==> src/rtl/rr_grant_scheduler.sv <==
// -----------------------------------------------------------------------------
// rr_grant_scheduler
//
// Purpose:
//   Shares one resource between 8 requesters using round-robin priority.
//   A grant is held until the grantee signals done, withdraws its request,
//   or (optionally) a hold timeout expires. After every grant ends, priority
//   rotates to the requester just after the previous grantee.
//
// Ports:
//   clk          in   1  single clock, rising edge
//   rst          in   1  synchronous, active-high reset
//   req          in   8  request vector, bit i = requester i wants the resource
//   done         in   1  current grantee releases the resource this cycle
//   gnt          out  8  one-hot decode of gnt_idx while a grant is active, else 0
//   gnt_idx      out  3  index of the current (or most recent) grantee
//   gnt_valid    out  1  a grant is active
//   timeout_err  out  1  one-cycle pulse after a grant is force-revoked
//   state_dbg    out  1  FSM state (0 = IDLE, 1 = BUSY) for observation
//
// Handshake:
//   req is a level. Sampled in IDLE, a nonzero req produces a grant that is
//   visible from the next cycle. While BUSY, the grant ends at the next edge
//   when done=1 or req[gnt_idx]=0 in the current cycle, or when the hold
//   timeout is reached. An IDLE cycle always separates two grants.
//
// Parameters:
//   TIMEOUT  max cycles one grant may be held; 0 disables the timeout.
//            Legal nonzero values are 2..255.
// -----------------------------------------------------------------------------
module rr_grant_scheduler #(
    parameter int TIMEOUT = 16
) (
    input  logic       clk,
    input  logic       rst,
    input  logic [7:0] req,
    input  logic       done,
    output logic [7:0] gnt,
    output logic [2:0] gnt_idx,
    output logic       gnt_valid,
    output logic       timeout_err,
    output logic       state_dbg
);

    typedef enum logic {
        IDLE = 1'b0,
        BUSY = 1'b1
    } state_t;

    // Timeout compare value: the grant is revoked at the edge that ends the
    // cycle in which hold_cnt reaches TIMEOUT-1, giving TIMEOUT held cycles.
    localparam logic       TO_EN   = (TIMEOUT != 0);
    localparam logic [7:0] TO_LAST = 8'((TIMEOUT == 0) ? 0 : (TIMEOUT - 1));

    state_t     state_q, state_d;
    logic [2:0] ptr_q, ptr_d;
    logic [2:0] idx_q, idx_d;
    logic [7:0] hold_q, hold_d;
    logic       terr_q, terr_d;

    logic [2:0] pick_idx;
    logic [2:0] cand;
    logic       release_w;
    logic       timeout_w;

    // Rotating priority pick: first set bit at or after ptr, wrapping.
    // Scanning offsets from highest to lowest lets the smallest offset win.
    always_comb begin
        pick_idx = ptr_q;
        cand     = '0;
        for (int i = 7; i >= 0; i--) begin
            cand = ptr_q + 3'(i);
            if (req[cand]) begin
                pick_idx = cand;
            end
        end
    end

    // Release has priority over timeout when both happen in the same cycle.
    assign release_w = done | ~req[idx_q];
    assign timeout_w = TO_EN && (hold_q == TO_LAST) && !release_w;

    always_comb begin
        state_d = state_q;
        ptr_d   = ptr_q;
        idx_d   = idx_q;
        hold_d  = hold_q;
        terr_d  = 1'b0;
        case (state_q)
            IDLE: begin
                if (|req) begin
                    idx_d   = pick_idx;
                    hold_d  = 8'd0;
                    state_d = BUSY;
                end
            end
            BUSY: begin
                if (release_w) begin
                    ptr_d   = idx_q + 3'd1;
                    state_d = IDLE;
                end else if (timeout_w) begin
                    ptr_d   = idx_q + 3'd1;
                    terr_d  = 1'b1;
                    state_d = IDLE;
                end else if (hold_q != 8'hFF) begin
                    hold_d = hold_q + 8'd1;
                end
            end
            default: begin
                state_d = IDLE;
            end
        endcase
    end

    always_ff @(posedge clk) begin
        if (rst) begin
            state_q <= IDLE;
            ptr_q   <= 3'd0;
            idx_q   <= 3'd0;
            hold_q  <= 8'd0;
            terr_q  <= 1'b0;
        end else begin
            state_q <= state_d;
            ptr_q   <= ptr_d;
            idx_q   <= idx_d;
            hold_q  <= hold_d;
            terr_q  <= terr_d;
        end
    end

    // gnt_idx keeps its last value while idle; gnt is gated by the grant.
    assign gnt_valid   = (state_q == BUSY);
    assign gnt_idx     = idx_q;
    assign gnt         = gnt_valid ? (8'b1 << idx_q) : 8'h00;
    assign timeout_err = terr_q;
    assign state_dbg   = state_q;

endmodule

==> config.mk <==
export PLATFORM = sky130hd
export DESIGN_NAME = rr_grant_scheduler
export DESIGN_NICKNAME = d
export VERILOG_FILES = /design/src/rtl/rr_grant_scheduler.sv
export SDC_FILE = /design/constraint.sdc
export NUM_CORES = 1
export LEC_CHECK = 0
export ABC_AREA = 1
export ABC_CLOCK_PERIOD_IN_PS = 3400
export BUFFER_PORTS_ARGS = -buffer_cell sky130_fd_sc_hd__buf_2
export CORE_ASPECT_RATIO = 1.2
export CORE_MARGIN = 2
export CORE_UTILIZATION = 55
export CTS_BUF_LIST = sky130_fd_sc_hd__clkbuf_4 sky130_fd_sc_hd__clkbuf_8 sky130_fd_sc_hd__clkbuf_16
export CTS_CLUSTER_DIAMETER = 200
export DETAILED_ROUTE_END_ITERATION = 10
export PLACE_DENSITY_LB_ADDON = 0.2
export SYNTH_ARGS = -nofsm -noshare
export SYNTH_HDL_FRONTEND = slang
export SYNTH_SLANG_ARGS = --single-unit
export TNS_END_PERCENT = 5
==> constraint.sdc <==
create_clock -name clk -period 3.4 [get_ports clk]
set_input_delay 0.51 -clock clk [delete_from_list [all_inputs] [get_ports clk]]
set_output_delay 0.51 -clock clk [all_outputs]
set_load 0.02 [all_outputs]
==> metrics.yaml <==
grt:
  antenna_found_initial: 0
  grt_overflow_total: 0
  grt_pass1_wl_mm: 6.73
  track_usage_pct: 26.3
  grt_start_max_net_pins: 13
  grt_pass1_vias: 1615
finish:
  antenna_cells: 0
  area_growth_pct: 10.1
  drive_above_1_share_pct: 13.2
  final_util_pct: 63.0
  fin_nets: 317
die:
  initial_utilization_pct: 57.3
  io-pin-count: 25
  die_area_sq_um: 3320
  num_rows: 21
  die_h_um: 62.7
  die_w_um: 52.9
  core_area_sq_um: 2760
yosys:
  yosys.area.top_type: "dfxtp_1"
  synth_cells: 274
  synth_top_area_share_pct: 20.3
  ys_top_cells_by_count: "nand2_1 (82), nand3_1 (42), nor2_1 (31)"
  synth.avg_cell_area_sq_um: 5.77
  synth.most_common_cell: "nand2_1"
  yosysSeqAreaShare_pct: 20.3
  synth_area_leaders: "dfxtp_1 (20%), nand2_1 (19%), nand3_1 (13%)"
  syn_nets: 294
  synthDistinctLibCells: 26
  ys.flop_type: "dfxtp_1"
  async_flop_share_pct: 0
  synth-seq-cells: 16
  synth_edf_count: 0
  synthesis.area_sq_um: 1580
  ys_warn_count: 0
worst_setup_path:
  start_kind: "register"
  path_cells: "clkinv_1 -> ha_1 -> inv_1 -> nand3_1 -> nand3_1 -> nand2_1 -> nand2_1 -> nand2_1 -> nand2_1 -> nand2_1 -> nand2_1 -> nand2_1 -> nand3_1 -> nand3_1 -> nand2_1"
  cp_slowest_cell: "dfxtp_1"
  required_ps: 3600
  arrival_ps: 2720
  critical-path-top-delay-family: "simple AND/OR/NAND/NOR gates"
  cp_num_buf_inv: 2
  cp_max_fo: 12
  reg2reg_to: "gnt_idx[0]"
  endpoint: "gnt_idx[0]"
  worstSetupPathType: "register to register"
  r2r_setup_slack_ps: 880
  critPathCaptureType: "register"
  cpPeakStageDelay_ps: 560
  cpMostUsedCell: "nand2_1"
  cp_num_cells: 15
  r2r.worst_path.cells: 15
  startpoint: "ptr_q[1]"
  r2r-start: "ptr_q[1]"
detailed_routing:
  drc: 0
  drtPass1Iterations: 4
  vias: 1756
  wl_per_cell_um: 11.8
  ant_nets: 0
  via_per_inst: 5.32
  drt_first_iter_violations: 38
  wirelength_mm: 3.90
cts:
  post_cts_buffers: 0
  ctsResizeCount: 0
  clock_latency_ps: 300
  cts_root_buffer: "clkbuf_4"
  cts_buffers: 3
  cts_tree: "done"
  cts.sinks: 16
  htree_num_levels: 1
  cts.path.max_buffers: 2
  clk_pin_slew_ps: 90
  cts_hold_buf: 0
timing:
  setup_viol: 0
  rsz0062_at_grt: "no"
  relSlewSlack_pct: 69.3
  fin_crit_sh_pct: 74.2
  finalHoldViolations: 0
  setup_tns_ps: 0
  finalClockSkew_ps: 2.23
  worst_pin_slew_ps: 457
  finalMaxSlewViolations: 0
  holdWs_ps: 505
  clock.fmax_ghz: 0.396
  min_period_ps: 2520
power:
  p_leak_uw: 0.000923
  power_uw: 1250
  power_density_nw_per_um2: 716
  vdd_drop_max_mv: 0.415
place:
  port_buffers: 24
  place_congestion: 0.909
  dp_hpwl_mm: 3.12
hold_path:
  hold_class: "register to register"
run:
  max_cap_violations: 0
run_status:
  status: "finished clean"
==> metrics by stage <==
stage / std cells / area, sq um / worst slack (ps)
5_1_grt: 330 / 1740 / 539
3_3_place_gp: 326 / 1700 / 994
2_1_floorplan: 274 / 1580 / 1500
3_5_place_dp: 326 / 1700 / 945
4_1_cts: 330 / 1740 / 931
6_report: 330 / 1740 / 877
==> logic make-up after synthesis <==
kind of cell | after synthesis | synth area share, %
adders and majority gates | 9 | 7.13
AOI/OAI and AO/OA | 30 | 10.5
DFF | 16 | 20.3
xor gates and xnor gates | 7 | 3.88
buffers and inverters | 44 | 12.0
and+or+nand+nor | 168 | 46.2
==> power breakdown <==
group	switching (uW)	leakage (uW)	total [uW]	internal, uW
registers	81.4	0.000131	301	220
logic	537	0.000772	816	279
clock network	63.0	0.0000210	128	65.4
==> layout make-up <==
type | instances | area, sq um
clock buffers | 4 | 36.3
repair buffers | 24 | 120
well taps | 34 | 42.5
fillers | 294 | 1020
inverters | 38 | 150
flip-flops and latches | 16 | 320
multi-input cells | 214 | 1070
==> registers in the layout, summed over array words and instances, names as in the netlist <==
name         flops
gnt_valid        1
ptr_q            3
hold_q           8
gnt_idx          3
timeout_err      1
==> layout by cell type, fill, tap and decap left out <==
| cell type | n |
|---|---|
| a31oi_1 | 1 |
| ha_1 | 9 |
| nand3_1 | 42 |
| inv_4 | 1 |
| clkbuf_4 | 3 |
| nor2_1 | 31 |
| dfxtp_1 | 16 |
| nand2_2 | 3 |
| nand2_8 | 1 |
| xnor2_1 | 2 |
| clkbuf_8 | 1 |
| nor4_1 | 3 |
| nor3_1 | 3 |
| xor2_1 | 5 |
| buf_2 | 24 |
| o21ai_0 | 7 |
| a21oi_1 | 16 |
| o21ai_1 | 4 |
| nand4_1 | 2 |
| nand2_1 | 82 |
| inv_2 | 3 |
| a21oi_4 | 1 |
| inv_1 | 30 |
| and3_4 | 1 |
| inv_6 | 1 |
| o21a_1 | 1 |
| clkinv_1 | 3 |
==> routing by layer <==
metal / track usage, % / up-vias / routed length (um)
met5: 0 / - / 0
met4: 14.4 / 0 / 160
met3: 2.15 / 13 / 98
met2: 44.2 / 41 / 1960
met1: 31.9 / 777 / 1680
li1: - / 925 / -
==> worst reg2reg max path, stage by stage, from the launching register on <==
cell and delay, ps:
dfxtp_1 560, clkinv_1 340, ha_1 490, inv_1 140, nand3_1 130, nand3_1 130
nand2_1 120, nand2_1 60, nand2_1 50, nand2_1 50, nand2_1 50, nand2_1 50
nand2_1 70, nand3_1 60, nand3_1 100, nand2_1 40
==> how the worst min path moves through the flow <==
stage                     slack, ps         to       from  depth (start not counted)
after global placement          480  hold_q[5]  hold_q[5]                          2
after CTS                       500  hold_q[5]  hold_q[5]                          2
after floorplan                 470  hold_q[5]  hold_q[5]                          2
after detailed placement        490  hold_q[5]  hold_q[5]                          2
after global routing            510  hold_q[5]        rst                          2
final                           510  hold_q[5]  hold_q[5]                          2
(Power assumes the default switching activity.)
